### src/rtl/bist_pkg.sv
// March C- generator shared definitions.
// Element table, FSM encoding and drain length.
package bist_pkg;

    typedef enum logic [1:0] {
        ST_IDLE,
        ST_RUN,
        ST_DRAIN,
        ST_DONE
    } state_t;

    typedef logic [2:0] elem_t;

    localparam elem_t E0 = 3'd0;
    localparam elem_t E1 = 3'd1;
    localparam elem_t E2 = 3'd2;
    localparam elem_t E3 = 3'd3;
    localparam elem_t E4 = 3'd4;
    localparam elem_t E5 = 3'd5;

    localparam int DRAIN_LEN = 2;

    // 1 = ascending address order
    function automatic logic elem_up(input elem_t e);
        return !(e == E3 || e == E4);
    endfunction

    // 1 = element has two ops (read then write) per address
    function automatic logic elem_two_ops(input elem_t e);
        return !(e == E0 || e == E5);
    endfunction

    // write enable of an op slot; slot 0 reads, slot 1 writes
    function automatic logic op_we(input elem_t e, input logic slot);
        logic r;
        unique case (1'b1)
            (e == E0): r = 1'b1;
            (e == E5): r = 1'b0;
            default:   r = slot;
        endcase
        return r;
    endfunction

    // background of an op slot; 1 = all-ones
    function automatic logic op_val(input elem_t e, input logic slot);
        logic r;
        unique case (1'b1)
            (e == E1 || e == E3): r = slot;
            (e == E2 || e == E4): r = !slot;
            default:              r = 1'b0;
        endcase
        return r;
    endfunction

endpackage

### src/rtl/bist_addr_cnt.sv
// Loadable up/down address counter.
// Terminal count flags the last address in the current direction.
module bist_addr_cnt #(
    parameter int pADDR_WIDTH = 4
) (
    input  logic                   bist_clk,
    input  logic                   bist_rst_n,
    input  logic                   load,
    input  logic [pADDR_WIDTH-1:0] load_val,
    input  logic                   en,
    input  logic                   down,
    output logic [pADDR_WIDTH-1:0] cnt,
    output logic                   tc
);

    // load has priority over stepping
    always_ff @(posedge bist_clk or negedge bist_rst_n) begin
        if (!bist_rst_n) begin
            cnt <= '0;
        end else if (load) begin
            cnt <= load_val;
        end else if (en) begin
            cnt <= down ? cnt - 1'b1 : cnt + 1'b1;
        end
    end

    assign tc = down ? (cnt == '0) : (cnt == '1);

endmodule

### src/rtl/bist_march_gen.sv
// March C- sequencer driving the memory under test.
// Captures sticky fail and first failing address from the comparator.
module bist_march_gen
    import bist_pkg::*;
#(
    parameter int pADDR_WIDTH = 4,
    parameter int pDATA_WIDTH = 2
) (
    input  logic                   bist_clk,
    input  logic                   bist_rst_n,
    input  logic                   bist_start,
    input  logic                   pass_or_fail,
    output logic                   bist_cs,
    output logic                   bist_we,
    output logic [pADDR_WIDTH-1:0] bist_addr,
    output logic [pDATA_WIDTH-1:0] bist_pat,
    output logic                   bist_busy,
    output logic                   bist_done,
    output logic                   bist_fail,
    output logic [pADDR_WIDTH-1:0] bist_fail_addr
);

    state_t state_q, state_d;
    elem_t  elem_q, elem_d;
    logic   slot_q, slot_d;
    logic [1:0] drain_q, drain_d;

    logic                   cnt_load;
    logic [pADDR_WIDTH-1:0] cnt_load_val;
    logic                   cnt_en;
    logic [pADDR_WIDTH-1:0] cnt;
    logic                   cnt_tc;
    logic                   go;

    logic                   cs_d, we_d, busy_d, done_d;
    logic [pADDR_WIDTH-1:0] addr_d;
    logic [pDATA_WIDTH-1:0] pat_d;

    logic [1:0]             rd_q;
    logic [pADDR_WIDTH-1:0] ra0_q, ra1_q;

    bist_addr_cnt #(.pADDR_WIDTH(pADDR_WIDTH)) u_cnt (
        .bist_clk   (bist_clk),
        .bist_rst_n (bist_rst_n),
        .load       (cnt_load),
        .load_val   (cnt_load_val),
        .en         (cnt_en),
        .down       (!elem_up(elem_q)),
        .cnt        (cnt),
        .tc         (cnt_tc)
    );

    assign go = bist_start && (state_q == ST_IDLE || state_q == ST_DONE);

    // next state, op sequencing and next registered outputs
    always_comb begin
        state_d      = state_q;
        elem_d       = elem_q;
        slot_d       = slot_q;
        drain_d      = drain_q;
        cnt_load     = 1'b0;
        cnt_load_val = '0;
        cnt_en       = 1'b0;
        cs_d         = 1'b0;
        we_d         = 1'b0;
        addr_d       = bist_addr;
        pat_d        = '0;
        busy_d       = 1'b0;
        done_d       = 1'b0;
        unique case (state_q)
            ST_IDLE, ST_DONE: begin
                done_d = (state_q == ST_DONE);
                if (go) begin
                    state_d  = ST_RUN;
                    elem_d   = E0;
                    slot_d   = 1'b0;
                    cnt_load = 1'b1;
                    done_d   = 1'b0;
                end
            end
            ST_RUN: begin
                busy_d = 1'b1;
                cs_d   = 1'b1;
                we_d   = op_we(elem_q, slot_q);
                addr_d = cnt;
                pat_d  = {pDATA_WIDTH{op_val(elem_q, slot_q)}};
                if (elem_two_ops(elem_q) && !slot_q) begin
                    slot_d = 1'b1;
                end else begin
                    slot_d = 1'b0;
                    if (!cnt_tc) begin
                        cnt_en = 1'b1;
                    end else if (elem_q == E5) begin
                        state_d = ST_DRAIN;
                        drain_d = '0;
                    end else begin
                        elem_d       = elem_t'(elem_q + 3'd1);
                        cnt_load     = 1'b1;
                        cnt_load_val = elem_up(elem_d) ? '0 : '1;
                    end
                end
            end
            ST_DRAIN: begin
                busy_d  = 1'b1;
                drain_d = drain_q + 2'd1;
                if (drain_q == 2'(DRAIN_LEN - 1)) begin
                    state_d = ST_DONE;
                    busy_d  = 1'b0;
                    done_d  = 1'b1;
                end
            end
        endcase
    end

    // FSM, sequencing and output registers
    always_ff @(posedge bist_clk or negedge bist_rst_n) begin
        if (!bist_rst_n) begin
            state_q   <= ST_IDLE;
            elem_q    <= E0;
            slot_q    <= 1'b0;
            drain_q   <= '0;
            bist_cs   <= 1'b0;
            bist_we   <= 1'b0;
            bist_addr <= '0;
            bist_pat  <= '0;
            bist_busy <= 1'b0;
            bist_done <= 1'b0;
        end else begin
            state_q   <= state_d;
            elem_q    <= elem_d;
            slot_q    <= slot_d;
            drain_q   <= drain_d;
            bist_cs   <= cs_d;
            bist_we   <= we_d;
            bist_addr <= addr_d;
            bist_pat  <= pat_d;
            bist_busy <= busy_d;
            bist_done <= done_d;
        end
    end

    // read strobe/address delayed to line up with the comparator result
    always_ff @(posedge bist_clk or negedge bist_rst_n) begin
        if (!bist_rst_n) begin
            rd_q  <= '0;
            ra0_q <= '0;
            ra1_q <= '0;
        end else begin
            rd_q  <= {rd_q[0], cs_d && !we_d};
            ra0_q <= addr_d;
            ra1_q <= ra0_q;
        end
    end

    // sticky fail with first-fail address, cleared on start
    always_ff @(posedge bist_clk or negedge bist_rst_n) begin
        if (!bist_rst_n) begin
            bist_fail      <= 1'b0;
            bist_fail_addr <= '0;
        end else if (go) begin
            bist_fail      <= 1'b0;
            bist_fail_addr <= '0;
        end else if (rd_q[1] && !pass_or_fail) begin
            bist_fail <= 1'b1;
            if (!bist_fail) begin
                bist_fail_addr <= ra1_q;
            end
        end
    end

endmodule

### config.mk
export PLATFORM = sky130hd
export DESIGN_NAME = bist_march_gen
export DESIGN_NICKNAME = d
export VERILOG_FILES = /design/src/rtl/bist_pkg.sv /design/src/rtl/bist_addr_cnt.sv /design/src/rtl/bist_march_gen.sv
export SDC_FILE = /design/constraint.sdc
export NUM_CORES = 1
export LEC_CHECK = 0
export ABC_AREA = 1
export BUFFER_PORTS_ARGS = -buffer_cell sky130_fd_sc_hd__buf_2
export CAP_MARGIN = 5
export CORE_MARGIN = 5
export CORE_UTILIZATION = 31
export CTS_BUF_LIST = sky130_fd_sc_hd__clkbuf_16
export DETAILED_ROUTE_END_ITERATION = 10
export HOLD_SLACK_MARGIN = 0.03
export PLACE_DENSITY = 0.59
export SYNTH_ARGS = -nofsm -noshare
export SYNTH_HDL_FRONTEND = slang
export SYNTH_SLANG_ARGS = --single-unit
export TNS_END_PERCENT = 30
### constraint.sdc
create_clock -name bist_clk -period 4.4 [get_ports bist_clk]
set_input_delay 0.22 -clock bist_clk [delete_from_list [all_inputs] [get_ports bist_clk]]
set_output_delay 0.22 -clock bist_clk [all_outputs]
set_load 0.005 [all_outputs]
== Word level (Yosys, flattened, before mapping) ==
Cells that the tools add are included.

* Add/sub/neg operators: 4
* Equal/unequal tests: 19
* Mux-type cells: 50
* Reductions and logical operators: 27

{| class="wikitable"
|+ Operators with widths
! cell !! number
|-
| $mux W4 || 11
|-
| $mux W2 || 9
|-
| $mux W1 || 17
|-
| $mux W3 || 4
|-
| $ne A2 B2 Y1 const B || 6
|-
| $pmux W1 S2 || 6
|-
| $reduce_and A5 Y1 || 2
|-
| $eq A3 B2 Y1 const B || 3
|-
| $eq A3 B3 Y1 const B || 3
|-
| $reduce_bool A2 Y1 || 4
|-
| $logic_or A1 B1 Y1 || 6
|-
| $pmux W2 S3 || 1
|-
| $pmux W3 S2 || 1
|-
| $add A4 B1 Y4 const B || 1
|-
| $eq A2 B1 Y1 const B || 2
|-
| $eq A2 B2 Y1 const B || 2
|-
| $eq A4 B4 Y1 const B || 1
|-
| $logic_and A1 B1 Y1 || 4
|-
| $logic_not A1 Y1 || 4
|-
| $logic_not A4 Y1 || 1
|-
| $pmux W2 S2 || 1
|-
| $reduce_and A2 Y1 || 2
|-
| $reduce_and A4 Y1 || 1
|-
| $sub A4 B1 Y4 const B || 1
|-
| other kinds (7) || 7
|}

* Flip-flop bits (word level): 33
* Output and inout port bits: 15
* Logic and storage cells: 115

== Depth between registers and ports, before layout ==
Gate-level depths: netlist (run 1).

* Depth in word-level cells: 9
* Mapped depth: 14

== Modules after synthesis ==
A second synthesis (run 1) with hierarchy kept.

* Cells, all modules: 199
* Area, all modules: 1705.4 µm²

{| class="wikitable"
|+ Modules (own cells, without submodules)
! module !! times used !! cells each !! area an instance (µm²) !! sequential area each (µm²)
|-
| bist_march_gen || 1 || 157 || 1396.3 || 700.7
|-
| bist_addr_cnt || 1 || 42 || 309.0 || 100.1
|}

== Worst setup path after synthesis (run 1) ==
OpenSTA, ideal clock, no wires.

* Kind: register to register
* From: reg elem_q[0]
* To: reg u_cnt.cnt[3]
* Library setup time: 117 ps
* Arrival time: 1778 ps
* Required time: 4283 ps
* Path slack: 2505 ps
* Cell stages (with the launch flop): 13
* Buffers on the path: 0
* Clock period less this slack: 1895 ps
* Path through: dfrtp_1 inv_1 ha_1 nor2_2 nor2_2 ha_1 a21o_1 o21ai_0 nand2_1 nand2_1 nand2_1 nand2_1 nand2_1

* Cells in the longest elaborated chain, start to end: 9

{| class="wikitable"
|+ Ends and longest elaborated chain
! element !! RTL line !! source
|-
| from (decl) || bist_march_gen.sv:24 || <nowiki>elem_t elem_q, elem_d;</nowiki>
|-
| from (signal assigned) || bist_march_gen.sv:130 || <nowiki>elem_q <= elem_d;</nowiki>
|-
| $add A3 B1 Y3 || bist_march_gen.sv:97 || <nowiki>elem_d = elem_t'(elem_q + 3'd1);</nowiki>
|-
| $eq A3 B2 Y1 / $eq A3 B3 Y1 (equally long branches) || bist_pkg.sv:25 || <nowiki>return !(e == E3 || e == E4);</nowiki>
|-
| $logic_or A1 B1 Y1 || bist_pkg.sv:25 ||
|-
| $mux W4 || bist_march_gen.sv:99 || <nowiki>cnt_load_val = elem_up(elem_d) ? '0 : '1;</nowiki>
|-
| $mux W4 || bist_march_gen.sv:93 || <nowiki>end else if (elem_q == E5) begin</nowiki>
|-
| $mux W4 || bist_march_gen.sv:91 || <nowiki>if (!cnt_tc) begin</nowiki>
|-
| $mux W4 || bist_march_gen.sv:87 || <nowiki>if (elem_two_ops(elem_q) && !slot_q) begin</nowiki>
|-
| $mux W4 || bist_march_gen.sv:70 || <nowiki>unique case (state_q)</nowiki>
|-
| $mux W4 || bist_addr_cnt.sv:20 || <nowiki>end else if (load) begin</nowiki>
|-
| to (signal assigned) || bist_addr_cnt.sv:21 || <nowiki>cnt <= load_val;</nowiki>
|-
| to (signal assigned) || bist_addr_cnt.sv:23 || <nowiki>cnt <= down ? cnt - 1'b1 : cnt + 1'b1;</nowiki>
|-
| to (decl) || bist_addr_cnt.sv:12 || <nowiki>output logic [pADDR_WIDTH-1:0] cnt,</nowiki>
|}

Several ways; a longest one is shown, not always the timed one. The select of a mux whose other input is x is not followed.
A chain may end at the register's enable or synchronous reset.

== Worst setup path after layout (run 1) ==
* From: reg state_q[1]
* To: reg u_cnt.cnt[3]

* Cells in the longest elaborated chain, start to end: 6

{| class="wikitable"
|+ Ends and longest elaborated chain
! element !! RTL line !! source
|-
| from (decl) || bist_march_gen.sv:23 || <nowiki>state_t state_q, state_d;</nowiki>
|-
| from (signal assigned) || bist_march_gen.sv:129 || <nowiki>state_q <= state_d;</nowiki>
|-
| $eq A2 B2 Y1 / $logic_not A2 Y1 (equally long branches) || bist_march_gen.sv:53, bist_march_gen.sv:70 ||
|-
| $logic_or A1 B1 Y1 || bist_march_gen.sv:53 || <nowiki>assign go = bist_start && (state_q == ST_IDLE || state_q == ST_DONE);</nowiki>
|-
| $logic_and A1 B1 Y1 || bist_march_gen.sv:53 ||
|-
| $mux W1 || bist_march_gen.sv:73 || <nowiki>if (go) begin</nowiki>
|-
| $pmux W1 S2 || bist_march_gen.sv:70 ||
|-
| $mux W4 / $reduce_bool A2 Y1 (equally long branches) || - ||
|}

Several ways; a longest one is shown, not always the timed one.

==> results of run 1 <==
[worst max-delay path, stage by stage, from the launching register on]
cell	delay, ns
dfrtp_1	0.42
inv_1	0.10
ha_1	0.51
inv_1	0.31
a21oi_2	0.25
nand3_2	0.10
nand2_2	0.09
nand2_4	0.09
nand2_1	0.07
nand2_1	0.05
nand2_1	0.06
nand2_1	0.05
[Yosys cell counts (2+ instances only)]
master	n
or2_2	2
nand2_1	46
o21ai_0	12
inv_1	25
nand3_1	14
a21oi_1	3
nor2_1	8
ha_1	13
dfrtp_1	32
nand2_2	10
o21ai_1	7
nand4_1	2
nor2_2	2
nand3_2	3
[metal layers]
metal | vias to the layer above | part of all wire | global-route usage
li1 | 671 | - | -
met1 | 552 | 0.52 | 0.135
met2 | 20 | 0.43 | 0.147
met3 | 0 | 0.050 | 0.0330
met4 | 0 | 0 | 0.0302
met5 | - | 0 | 0
[through the flow]
step / setup WS [ns] / hold slack [ns] / std cells / util / cell area [µm²]
after floorplan: 2.51 / -0.0756 / 196 / - / 1740
after global placement: 2.26 / 0.317 / 283 / 0.347 / 1900
after detailed placement: 2.18 / 0.314 / 283 / 0.347 / 1900
after CTS: 2.16 / 0.249 / 291 / 0.373 / 2040
after global routing: 1.96 / 0.281 / 291 / 0.373 / 2040
final: 2.19 / 0.252 / 291 / 0.373 / 2040
[worst min path at each step]
stage | startpoint | endpoint | slack (ns) | cells after the start
4_1_cts | bist_start | bist_done | 0.25 | 4
3_5_place_dp | bist_rst_n | bist_fail_addr[3] | 0.31 | 1
2_1_floorplan | bist_rst_n | bist_busy | -0.08 | 0
5_1_grt | pass_or_fail | bist_fail | 0.28 | 3
6_report | bist_start | bist_done | 0.25 | 4
3_3_place_gp | bist_rst_n | bist_fail_addr[3] | 0.32 | 1
[power by group through the flow]
stage	Combinational (mW)	Clock [mW]	Sequential [mW]
finish	0.587	0.307	0.467
global route	0.686	0.331	0.483
CTS	0.599	0.320	0.468
detailed placement	0.595	0	0.473
global placement	0.590	0	0.470
floorplan	0.449	0	0.462
[area by class of cell]
cell class | instances | area (µm²) | area share
repair buffers | 19 | 100 | 0.0490
well taps | 72 | 90.1 | 0.0441
clock inverters | 2 | 7.51 | 0.00367
flip-flops and latches | 32 | 801 | 0.392
multi-input cells | 135 | 822 | 0.402
inverters | 26 | 97.6 | 0.0478
clock buffers | 5 | 125 | 0.0612
[state kept, by name, indices dropped and copies added, names as in the netlist]
register / count
state_q: 2
bist_we: 1
elem_q: 3
bist_done: 1
bist_busy: 1
bist_fail: 1
ra0_q: 4
slot_q: 1
drain_q: 2
u_cnt.cnt: 4
ra1_q: 4
rd_q: 2
bist_pat: 1
bist_cs: 1
bist_fail_addr: 4
[cell families (layout without fill, tap and decap cells)]
logic type | Yosys count | in the layout
flip-flops | 32 | 32
AO/OA/AOI/OAI | 27 | 27
buffers and inverters | 29 | 52
AND/OR/NAND/NOR | 93 | 93
adder cells (fa/ha/maj) | 14 | 14
XOR/XNOR | 1 | 1
[repair_timing]
item                      in CTS  in global routing
hold buffers                   1                  0
hold endpoints to repair      21                  0
gates resized for setup        0                  0
buffers inserted               0                  0
==> reports/summary.txt, run 1 <==
DRC Markers - 0
Fillers - 539
Power Total - 1.36 mW
Crit. End Element - flop
First-pass GRT wire length - 5690 µm
Root buffer cell - clkbuf_16
TritonCTS clock tree - built
Static leakage - 1.06 nW
NumNets Final - 237
Final hold vios - 0
Crit path from - state_q[1]
Commonest non-fill, non-tap cells in the layout - nand2_1 (46), dfrtp_1 (32), inv_1 (25), buf_2 (18), nand3_1 (14)
Async S/R FF share, synth - 1.00
Predominant post-synthesis flop cell - dfrtp_1
GRT Overall Usage - 0.0986
Synth Area in Compound Gates - 0.0908
Syn. warnings - 0
Vias - 1243
Post-synthesis mux area share - 0
Share of cells above drive strength 1 - 0.210
WP data required - 4.56 ns
Final Slew Violations - 0
XOR/XNOR share of the synthesized area - 0.00504
P_int - 0.809 mW
TritonCTS sink count - 32
Max Cap Viol - 0
R2R setup slack - 2.19 ns
Period utilisation layout - 0.502
Top cells by area, synth - dfrtp_1 (46%), nand2_1 (9.9%), ha_1 (9.4%), inv_1 (5.4%), nand3_1 (4.0%)
Antenna violations before repair - 0
Syn_area_per_cell - 8.86 µm²
Worst Hold Class - in -> reg
TritonCTS Buffers - 5
Netlist cell types - 31
RR Startpoint - state_q[1]
I/O Buffers - 18
Ant diodes - 0
Post-synthesis adder-cell area fraction - 0.105
Number of synthesized flops with an enable pin - 0
Vias in the first global route - 1222
RSZ-0062 raised after global routing - false
Rows - 27
Clk buf depth - 2
Synth Register Bits - 32
Gp weighted congestion - 0.784
Top cell type's share of synthesized area - 0.461
Clock latency on the worst-skew pair - 0.27 ns
Slew @ Worst Pin - 0.686 ns
WP data arrival - 2.37 ns
CP endpoint - u_cnt.cnt[3]
CP max FO - 13
Seq pwr share - 0.343
Syn Inst Count - 196
Initial core utilization - 0.317
Startpoint Class - flop
Setup violators final - 0
Largest family of logic cells by synthesized area - simple AND/OR/NAND/NOR gates
Sequential-to-total area share from yosys stat - 0.461
Maximum clock rate - 453 MHz
Switching part of the total - 0.405
Number of H-tree levels - 2
Die area - 7200 µm²
WL per Instance - 11.0 µm
Syn-to-layout area delta - 17.7%
Clock skew - 0.00429 ns
Setup TNS Final - 0 ns
Clock transition at path regs - 0.05 ns
Sw Pwr - 0.551 mW
GRT Residual Overflow - 0
DR iter-0 viols - 64
Clk network pwr share - 0.226
Status - completed
Min cycle time layout - 2.21 ns
IO Count - 19
RR Endpoint - u_cnt.cnt[3]
Final WL - 3200 µm
Largest net degree at the start of global routing - 33
DP Wirelength - 2460 µm
Crit Path Category - reg -> reg
Die height - 84.8 µm
Area share of and/or/nand/nor cells after synthesis - 0.272
Worst rel slew slack - 0.543
Die width - 84.8 µm
Synth Net Count - 214
Power Density - 666 nW/µm²
DRT Pass-1 Iters - 4
Synthesized cell area - 1740 µm²
Worst VDD drop - 0.214 mV
Reg2reg path depth - 11
Core Box Area - 5470 µm²
Commonest non-fill, non-tap cell in the layout - nand2_1
Leading area contributor after synthesis - dfrtp_1
Via/cell ratio - 4.27
Final ANT Viol Nets - 0
Combinational power share - 0.431
Note: power is estimated with default switching activity, not from simulation.
==> run 2, diff against run 1 <==
--- a/config.mk
+++ b/config.mk
@@ -5,7 +5,7 @@
 export SDC_FILE = /design/constraint.sdc
 export NUM_CORES = 1
 export LEC_CHECK = 0
-export ABC_AREA = 1
+export ABC_AREA = 0
 export BUFFER_PORTS_ARGS = -buffer_cell sky130_fd_sc_hd__buf_2
 export CAP_MARGIN = 5
 export CORE_MARGIN = 5
==> constraint.sdc (replaced) <==
create_clock -name bist_clk -period 2.1 [get_ports bist_clk]
set_input_delay 0.105 -clock bist_clk [delete_from_list [all_inputs] [get_ports bist_clk]]
set_output_delay 0.105 -clock bist_clk [all_outputs]
set_load 0.005 [all_outputs]
==> run 2 against run 1 <==
Net effect:
- the flow now finishes with violations (negative setup slack)
- die area shrank 4.1%
- critical path depth down 2
- final cell count down 12%
- fmax decreased by 1.6%
- synthesized cell count down 28%
- non-clock buffer count increased by 20
- worst setup slack got worse by 2.3 ns
- hold slack worse by 0.13 ns
- largest power group unchanged
- highest routed layer is now met4
==> reports/summary.txt, run 2 <==
Clock skew - 0.00249 ns
TritonCTS sink count - 32
Max Cap Viol - 0
Vias - 1199
WL per Instance - 12.9 µm
Syn Inst Count - 142
Final ANT Viol Nets - 0
Via/cell ratio - 4.68
Slew @ Worst Pin - 0.711 ns
Predominant post-synthesis flop cell - dfrtp_1
Vias in the first global route - 1266
XOR/XNOR share of the synthesized area - 0.00529
RR Startpoint - elem_q[1]
Root buffer cell - clkbuf_16
First-pass GRT wire length - 5810 µm
TritonCTS clock tree - built
Origin of the worst min-delay path - bist_start
Worst VDD drop - 0.616 mV
WP data arrival - 2.40 ns
Largest net degree at the start of global routing - 33
Crit path from - elem_q[1]
Maximum clock rate - 446 MHz
DRC Markers - 0
Synth Area in Compound Gates - 0.120
Status - finished with violations
Min cycle time layout - 2.24 ns
Most frequent cells after synthesis - dfrtp_1 (32), inv_1 (14), ha_1 (13), mux2i_1 (10), a21oi_1 (9)
Number of synthesized flops with an enable pin - 0
Gp weighted congestion - 0.775
CP endpoint - u_cnt.cnt[3]
Clock latency on the worst-skew pair - 0.27 ns
Top cell type's share of synthesized area - 0.484
Post_cts resized - 0
Number of H-tree levels - 2
Dpl cells - 244
WP data required - 2.26 ns
Synth Register Bits - 32
Largest family of logic cells by synthesized area - multiplexers
Met3 Use GR - 0.0297
GR Util met2 - 0.180
Final worst setup slack - -0.145 ns
Met1 GRT Util - 0.121
Ant diodes - 0
DRT Pass-1 Iters - 4
CP max FO - 3
Final WL - 3310 µm
IO Count - 19
CP max-delay cell - dfrtp_1
Fillers - 507
Post-Layout Cell Count - 256
Synth Net Count - 160
TritonCTS Buffers - 5
DP Wirelength - 2520 µm
Worst rel slew slack - 0.526
Clk buf depth - 2
RR Endpoint - u_cnt.cnt[3]
GRT Overall Usage - 0.103
Post-synthesis adder-cell area fraction - 0.110
Worst Hold Class - in -> reg
Post-synthesis mux area share - 0.128
Rows - 26
Top cells by area, synth - dfrtp_1 (48%), ha_1 (9.8%), mux2i_1 (6.0%), mux2_2 (3.4%), inv_1 (3.2%)
Netlist cell types - 39
Crit path largest cell delay - 0.40 ns
Share of cells above drive strength 1 - 0.355
Crit Path Category - reg -> reg
Die height - 83.1 µm
Syn_area_per_cell - 11.7 µm²
Period utilisation layout - 1.07
Final Slew Violations - 0
Commonest non-fill, non-tap cells in the layout - dfrtp_1 (32), buf_4 (20), buf_2 (18), inv_1 (12)
Syn-to-layout area delta - 31.8%
Initial core utilization - 0.322
Power Density - 1640 nW/µm²
Die width - 83.1 µm
Die area - 6900 µm²
Antenna violations before repair - 0
GRT Residual Overflow - 0
Final Hold Slack - 0.126 ns
Static leakage - 1.09 nW
Crit. End Element - flop
Commonest non-fill, non-tap cell in the layout - dfrtp_1
Place WS - -0.158 ns
RSZ-0062 raised after global routing - true
Most used routing layer - met2
Leading area contributor after synthesis - dfrtp_1
Synthesized cell area - 1660 µm²
NumNets Final - 203
Syn. warnings - 0
Setup violators final - 1
Startpoint Class - flop
Area share of and/or/nand/nor cells after synthesis - 0.111
Final hold vios - 0
I/O Buffers - 18
Cell with the most instances after synthesis - dfrtp_1
Clock transition at path regs - 0.05 ns
Violated checks - negative setup slack
Core Box Area - 5140 µm²
Sequential-to-total area share from yosys stat - 0.484
Async S/R FF share, synth - 1.00
R2R setup slack - -0.14 ns
DR iter-0 viols - 41
CP Cell Sequence - ha_2 > mux2i_4 > inv_2 > ha_4 > a21o_1 > or3_4 > a2111oi_4 > a41oi_1 > o221a_2
Setup TNS Final - -0.145 ns
Reg2reg path depth - 9
==> run 2: what timing repair did <==
action / 4_1_cts / 5_1_grt
cloned: 0 / 0
hold endpoints to repair: 32 / 0
setup buffers: 3 / 0
hold buffers: 1 / 0
setup endpoints to repair: 1 / 2
==> run 2: worst min-delay path by stage <==
stage / end / slack (ns) / cells after the start
floorplan: bist_busy / -0.19 / 0
global placement: u_cnt.cnt[2] / 0.19 / 1
detailed placement: u_cnt.cnt[2] / 0.21 / 1
CTS: bist_fail / 0.13 / 2
global route: bist_fail_addr[1] / 0.14 / 2
finish: bist_fail / 0.13 / 2
==> run 2: cell families after synthesis <==
kind of cell,count (synthesis)
flip-flops,32
AND/OR/NAND/NOR,31
adder cells (fa/ha/maj),14
XOR/XNOR,1
AO/OA/AOI/OAI,29
multiplexers,18
buffers and inverters,17
==> run 2: per-stage QoR <==
step / power [mW] / cell area (µm²) / utilization
floorplan: 2.16 / 1700 / -
global placement: 2.69 / 1990 / 0.386
detailed placement: 2.77 / 1990 / 0.386
CTS: 3.61 / 2180 / 0.425
global route: 3.85 / 2180 / 0.425
finish: 3.57 / 2180 / 0.425
==> run 2: layout make-up <==
type,count,area (µm²),share of cell area
clock buffer,5,125,0.0573
timing repair buffer,39,250,0.115
tap,70,87.6,0.0401
multi-input combinational,93,827,0.379
sequential,32,801,0.367
inverter,14,52.6,0.0241
clock inverter,3,38.8,0.0178
==> run 2: report_power, final <==
part / total (mW) / switching, mW / internal (mW)
registers: 1.04 / 0.161 / 0.880
logic: 1.74 / 0.873 / 0.863
clock network: 0.797 / 0.245 / 0.552
==> run 2: critical path, delay by kind of cell (launching register included) <==
kind,cells,cell delay [ns]
AOI/OAI and AO/OA,4,0.67
adders and majority gates,2,0.44
DFF,1,0.40
and+or+nand+nor,1,0.38
muxes,1,0.16
buffers and inverters,1,0.08
==> run 2: per-layer routing <==
layer	wire length [µm]	vias up
li1	-	586
met1	1460	592
met2	1710	16
met3	105	5
met4	44	0
met5	0	-
